$ cat src/rtl/z_stream_monitor.sv
// z_stream_monitor
// Watches the qualified serial Z stream from the sequentialDemo stage. It detects a fixed
// pattern (overlapping matches allowed) and keeps saturating statistics.
//
// Ports:
//   CLK        clock, all state updates on posedge
//   RST        synchronous active-high reset
//   Z          serial data bit
//   Z_VALID    Z is sampled only when high
//   CLR        synchronous clear, same effect as RST (RST has priority)
//   MATCH      one-cycle pulse, registered, the cycle after the completing sample
//   MATCH_CNT  saturating match count
//   RISE_CNT   saturating count of 0->1 transitions between valid samples
//   RUN_MAX    saturating longest run of consecutive valid ones
//   STATE      00 FILL, 01 RUN, 10 SAT
module z_stream_monitor #(
  parameter int unsigned           PATTERN_W = 4,
  parameter logic [PATTERN_W-1:0]  PATTERN   = 4'b1011,
  parameter int unsigned           CNT_W     = 8
) (
  input  logic             CLK,
  input  logic             RST,
  input  logic             Z,
  input  logic             Z_VALID,
  input  logic             CLR,
  output logic             MATCH,
  output logic [CNT_W-1:0] MATCH_CNT,
  output logic [CNT_W-1:0] RISE_CNT,
  output logic [CNT_W-1:0] RUN_MAX,
  output logic [1:0]       STATE
);

  localparam int unsigned      FillW    = $clog2(PATTERN_W + 1);
  localparam logic [FillW-1:0] FillFull = FillW'(PATTERN_W);
  localparam logic [FillW-1:0] FillLast = FillW'(PATTERN_W - 1);
  localparam logic [CNT_W-1:0] CntMax   = '1;

  typedef enum logic [1:0] {
    StFill = 2'b00,
    StRun  = 2'b01,
    StSat  = 2'b10
  } state_e;

  state_e               state_q, state_d;
  logic [PATTERN_W-1:0] win_q, win_d;
  logic [FillW-1:0]     fill_q, fill_d;
  logic                 match_q, match_d;
  logic [CNT_W-1:0]     match_cnt_q, match_cnt_d;
  logic [CNT_W-1:0]     rise_cnt_q, rise_cnt_d;
  logic [CNT_W-1:0]     run_q, run_d;
  logic [CNT_W-1:0]     run_max_q, run_max_d;
  logic                 prev_q, prev_d;

  always_comb begin
    state_d     = state_q;
    win_d       = win_q;
    fill_d      = fill_q;
    match_d     = 1'b0;
    match_cnt_d = match_cnt_q;
    rise_cnt_d  = rise_cnt_q;
    run_d       = run_q;
    run_max_d   = run_max_q;
    prev_d      = prev_q;

    if (CLR) begin
      state_d     = StFill;
      win_d       = '0;
      fill_d      = '0;
      match_cnt_d = '0;
      rise_cnt_d  = '0;
      run_d       = '0;
      run_max_d   = '0;
      prev_d      = 1'b0;
    end else if (Z_VALID) begin
      win_d = {win_q[PATTERN_W-2:0], Z};
      if (fill_q != FillFull) begin
        fill_d = fill_q + 1'b1;
      end
      // Only a window filled entirely with samples since the last clear may match.
      match_d = (win_d == PATTERN) && (fill_q >= FillLast);
      if (match_d && (match_cnt_q != CntMax)) begin
        match_cnt_d = match_cnt_q + 1'b1;
      end
      if (Z && !prev_q && (rise_cnt_q != CntMax)) begin
        rise_cnt_d = rise_cnt_q + 1'b1;
      end
      prev_d = Z;
      if (Z) begin
        run_d = (run_q == CntMax) ? run_q : run_q + 1'b1;
      end else begin
        run_d = '0;
      end
      if (run_d > run_max_q) begin
        run_max_d = run_d;
      end

      case (state_q)
        StFill: begin
          if (fill_d == FillFull) begin
            state_d = (match_cnt_d == CntMax) ? StSat : StRun;
          end
        end
        StRun: begin
          if (match_cnt_d == CntMax) begin
            state_d = StSat;
          end
        end
        StSat:   state_d = StSat;
        default: state_d = StFill;
      endcase
    end
  end

  always_ff @(posedge CLK) begin
    if (RST) begin
      state_q     <= StFill;
      win_q       <= '0;
      fill_q      <= '0;
      match_q     <= 1'b0;
      match_cnt_q <= '0;
      rise_cnt_q  <= '0;
      run_q       <= '0;
      run_max_q   <= '0;
      prev_q      <= 1'b0;
    end else begin
      state_q     <= state_d;
      win_q       <= win_d;
      fill_q      <= fill_d;
      match_q     <= match_d;
      match_cnt_q <= match_cnt_d;
      rise_cnt_q  <= rise_cnt_d;
      run_q       <= run_d;
      run_max_q   <= run_max_d;
      prev_q      <= prev_d;
    end
  end

  assign MATCH     = match_q;
  assign MATCH_CNT = match_cnt_q;
  assign RISE_CNT  = rise_cnt_q;
  assign RUN_MAX   = run_max_q;
  assign STATE     = state_q;

endmodule

$ cat config.mk
export PLATFORM = sky130hd
export DESIGN_NAME = z_stream_monitor
export DESIGN_NICKNAME = d
export VERILOG_FILES = /design/src/rtl/z_stream_monitor.sv
export SDC_FILE = /design/constraint.sdc
export NUM_CORES = 1
export LEC_CHECK = 0
export CORE_ASPECT_RATIO = 0.9
export CORE_MARGIN = 1.5
export CORE_UTILIZATION = 30
export CTS_BUF_LIST = sky130_fd_sc_hd__clkbuf_4
export DETAILED_ROUTE_END_ITERATION = 16
export HOLD_SLACK_MARGIN = 0.06
export PLACE_DENSITY_LB_ADDON = 0.08
export RECOVER_POWER = 100
export SYNTH_ARGS = -nofsm -noshare
export SYNTH_HDL_FRONTEND = slang
export SYNTH_SLANG_ARGS = --single-unit
$ cat constraint.sdc
create_clock -name CLK -period 9 [get_ports CLK]
set_input_delay 1.8 -clock CLK [delete_from_list [all_inputs] [get_ports CLK]]
set_output_delay 1.8 -clock CLK [all_outputs]
set_load 0.01 [all_outputs]
==> impl_summary.md <==
Synth
The biggest area contributor in the post-synthesis netlist is sky130_fd_sc_hd__dfxtp_1. Of the synthesized area, sequential elements account for 0.357. The register bit total from synthesis is 41.

The commonest cells after synthesis are 46 x sky130_fd_sc_hd__nor2_1, 41 x sky130_fd_sc_hd__dfxtp_1, 24 x sky130_fd_sc_hd__mux2i_1, 22 x sky130_fd_sc_hd__nand2_1. The most common cell in the synthesized netlist is sky130_fd_sc_hd__nor2_1. The average cell area after synthesis is 8.49 sq um.

Of the post-synthesis cell area, the dominant cell type holds 0.357. The proportion of register bits with asynchronous set or reset after synthesis is 0. The prevailing post-synth register cell is sky130_fd_sc_hd__dfxtp_1. After technology mapping, the gate count stands at approximately 270.

The number of nets handed over by synthesis was ~290. Ranked by total cell area, the synthesized netlist is headed by sky130_fd_sc_hd__dfxtp_1 36%, sky130_fd_sc_hd__mux2i_1 10%, sky130_fd_sc_hd__ha_1 9.2%. The Yosys step of the flow raised 0 warnings. The netlist uses 44 different library cells. The cell area after synthesis is about 2300 sq um. In this run, synthesis inferred 0 flip-flops with an integrated enable.

Die
The count of standard-cell rows is 30. For this configuration, the core starts out at a cell density of 0.308. The floorplan step defined a core boundary enclosing 7470 sq um.

In this run the horizontal extent of the chip is 95.3 microns. In this run the vertical extent of the chip is 86.1 microns. During I/O placement, the number of pins put on the boundary was 32. The die covers 8200 sq um.

Layout
The count of inserted antenna diode cells is 0. The final cell area excluding filler cells is between 2000 and 3000 sq um. The synthesis-to-layout area growth is 19.4%. For this run, the post-layout net count is 322.

The layout has 797 filler cells. In the final layout, the share of cells above drive strength 1 is 0.0598.

Global route
Summed over all layers, the global routing overflow is 0. The total global-route track usage is 0.128. The via count of the first global-routing pass came to roughly 1700. The initial antenna violation count was 0.

The largest net degree at the start of global routing is between 40 and 50. The first-pass GRT wire length is about 8300 microns.

Clocking
After clock tree synthesis, the flow added hold-fix buffers numbering 0. The clock transition at the registers of the reported paths is 0.15 ns. TritonCTS built the clock tree. The number of levels in the clock H-tree is 2.

The total clock sinks is 41. In this run, post-CTS repair resized a total of 0 instances. The number of setup buffers added after CTS is 0. The clock root buffer master is sky130_fd_sc_hd__clkbuf_4. The maximum buffer depth of the clock tree is 2. The TritonCTS buffer count is 5.

The clock network latency to the later pin of the worst-skew pair is about 0.37 ns.

Detailed routing
The top layer used by detailed routing is met4. The first TritonRoute pass finished after 4 iterations. The routed wire length is just under 5000 microns. In the final routing, the length of wire on met1 measures approximately 2600 microns.

Once detail routing completed, the nets flagged for antenna violations numbered 0. The via count is 1845. The routed wirelength normalized by instance count is 12.2 microns.

Detailed routing placed a total of 1990 microns of wire on met2. After detailed routing, the number of vias per cell comes to 4.65. The routed design uses 158 microns of met3 wire. After detailed routing, the number of remaining DRC violations is 0. The first routing iteration left 65 violations.

Place
The wire-length estimate of the detail-placed layout is 3380 microns. Summing all placed instances gives a cell area of around 2700 sq um. The placer's final routability congestion estimate is 0.747. Buffers placed on the I/O ports in this run total 31.

Min path
The worst hold path cell count is 2. In this run the worst hold path is classified as register to register. The startpoint identified for the worst hold timing path is RISE_CNT[5]$_SDFFE_PP0P_. The worst-case hold path end point is RISE_CNT[5]$_SDFFE_PP0P_.

Power
Summed over all cells, the static leakage comes to around 1.1 nW. The power density relative to cell area is 113 nW/um^2. IR analysis of the VDD net gives a maximum drop of 0.0000631 V.

Setup path
The nature of the critical path startpoint is an input pin. The critical path data arrival time is approximately 4.9 ns. The capturing point of the worst reg2reg path is RUN_MAX[5]$_SDFFE_PP0P_.

In this run the worst setup path begins at Z_VALID. The type of element capturing the critical path is a register. The launch point of the worst reg-to-reg path is run_q[0]$_SDFFE_PP0P_. The kind of critical path is input pin to register. The maximum fanout count along the critical path is 20. The number of cells on the worst reg-to-reg path is 13. Data on the critical path is required at its endpoint by a little over 9 ns. The register-to-register path setup slack is 5.70 ns.

STA
The hold violation count in the final report is 0. For this run, the top clock speed supported by timing is 214 MHz. The post-route minimum period is 4.68 ns. Dividing the final minimum period by the clock period gives 0.520.

The clock arrives with 0.0148 ns of skew. At the pin with the least slew margin, the transition time is 1.23 ns. Setup repair after global routing left no endpoint under its margin. Measured against its own limit, the worst slew margin works out to 0.181. In the final timing run, aggregate negative setup slack is 0 ns. The count of final max-slew check failures is 0. The total of endpoints with negative setup slack in the final report is 0.

Job
Across the run, the number of max-cap violations was 0.

Outcome
The run finished with clean final reports.
worst max-delay path, stage by stage:
cell and delay, ns:
sky130_fd_sc_hd__dlygate4sd3_1 0.52, sky130_fd_sc_hd__clkbuf_1 0.90, sky130_fd_sc_hd__nand2_1 0.17, sky130_fd_sc_hd__a311oi_1 0.77, sky130_fd_sc_hd__nand4_1 0.32, sky130_fd_sc_hd__nor3_1 0.26
sky130_fd_sc_hd__xnor2_1 0.14, sky130_fd_sc_hd__nor2_1 0.05
final cells by class:
cell class,instances,area [sq um],share of cell area
multi-input combinational,203,1370,0.497
sequential,41,821,0.299
timing repair buffer,32,314,0.114
tap,96,120,0.0437
inverter,17,63.8,0.0232
clock buffer,5,37.5,0.0137
clock inverter,3,25.0,0.00911
sequential cells by signal, indices dropped and copies added, names as in the netlist:
signal     count
MATCH          1
MATCH_CNT      8
RISE_CNT       8
RUN_MAX        8
STATE          2
fill_q         3
run_q          8
win_q          3
cells in the final DEF (no fill, tap or decap), drive strengths merged, types with 2 or more instances in the layout:
cell and count:
o21ai 8, and3 2, dlygate4sd3 29, and4 2
a311oi 2, nor2b 5, a31oi 3, nor3b 2
clkdlybuf4s50 2, ha 17, or2 2, nand2 22
nand2b 3, nor3 4, dfxtp 41, nand3 5
clkbuf 6, xor2 8, nand4 10, nor4 2
xnor2 8, mux2i 24, nor2 48, or3 4
a21oi 9, inv 19
routing by layer:
layer | GRT usage | up-vias
li1 | - | 991
met1 | 0.182 | 825
met2 | 0.183 | 23
met3 | 0.0319 | 6
met4 | 0.0488 | 0
met5 | 0 | -
how the worst max path moves through the flow:
stage,to,slack [ns],cells after the start
finish,RISE_CNT[7]$_SDFFE_PP0P_,4.32,8
global route,RISE_CNT[7]$_SDFFE_PP0P_,3.97,8
CTS,RUN_MAX[7]$_SDFFE_PP0P_,5.07,11
detailed placement,RUN_MAX[2]$_SDFFE_PP0P_,4.66,11
global placement,RUN_MAX[0]$_SDFFE_PP0P_,4.69,10
floorplan,RUN_MAX[0]$_SDFFE_PP0P_,5.38,11
where the power goes:
group	internal [mW]	switching (mW)
logic	0.00860	0.0120
registers	0.183	0.00136
clock network	0.0325	0.0721
per-stage QoR:
stage | power [mW] | hold slack [ns] | cells | utilization | worst slack, ns
2_1_floorplan | 0.203 | 0.460 | 271 | - | 5.38
3_3_place_gp | 0.210 | 0.479 | 389 | 0.361 | 4.69
3_5_place_dp | 0.209 | 0.500 | 389 | 0.361 | 4.66
4_1_cts | 0.317 | 0.525 | 397 | 0.369 | 5.07
5_1_grt | 0.327 | 0.540 | 397 | 0.368 | 3.97
6_report | 0.309 | 0.515 | 397 | 0.368 | 4.32
cell families after synthesis:
kind of cell,Yosys count,synth area share
AND/OR/NAND/NOR,114,0.240
flip-flops,41,0.357
AO/OA/AOI/OAI,32,0.0990
buffers and inverters,27,0.0457
multiplexers,24,0.104
adder cells (fa/ha/maj),17,0.0925
XOR/XNOR,16,0.0609
Power figures use the tool's default switching activity.
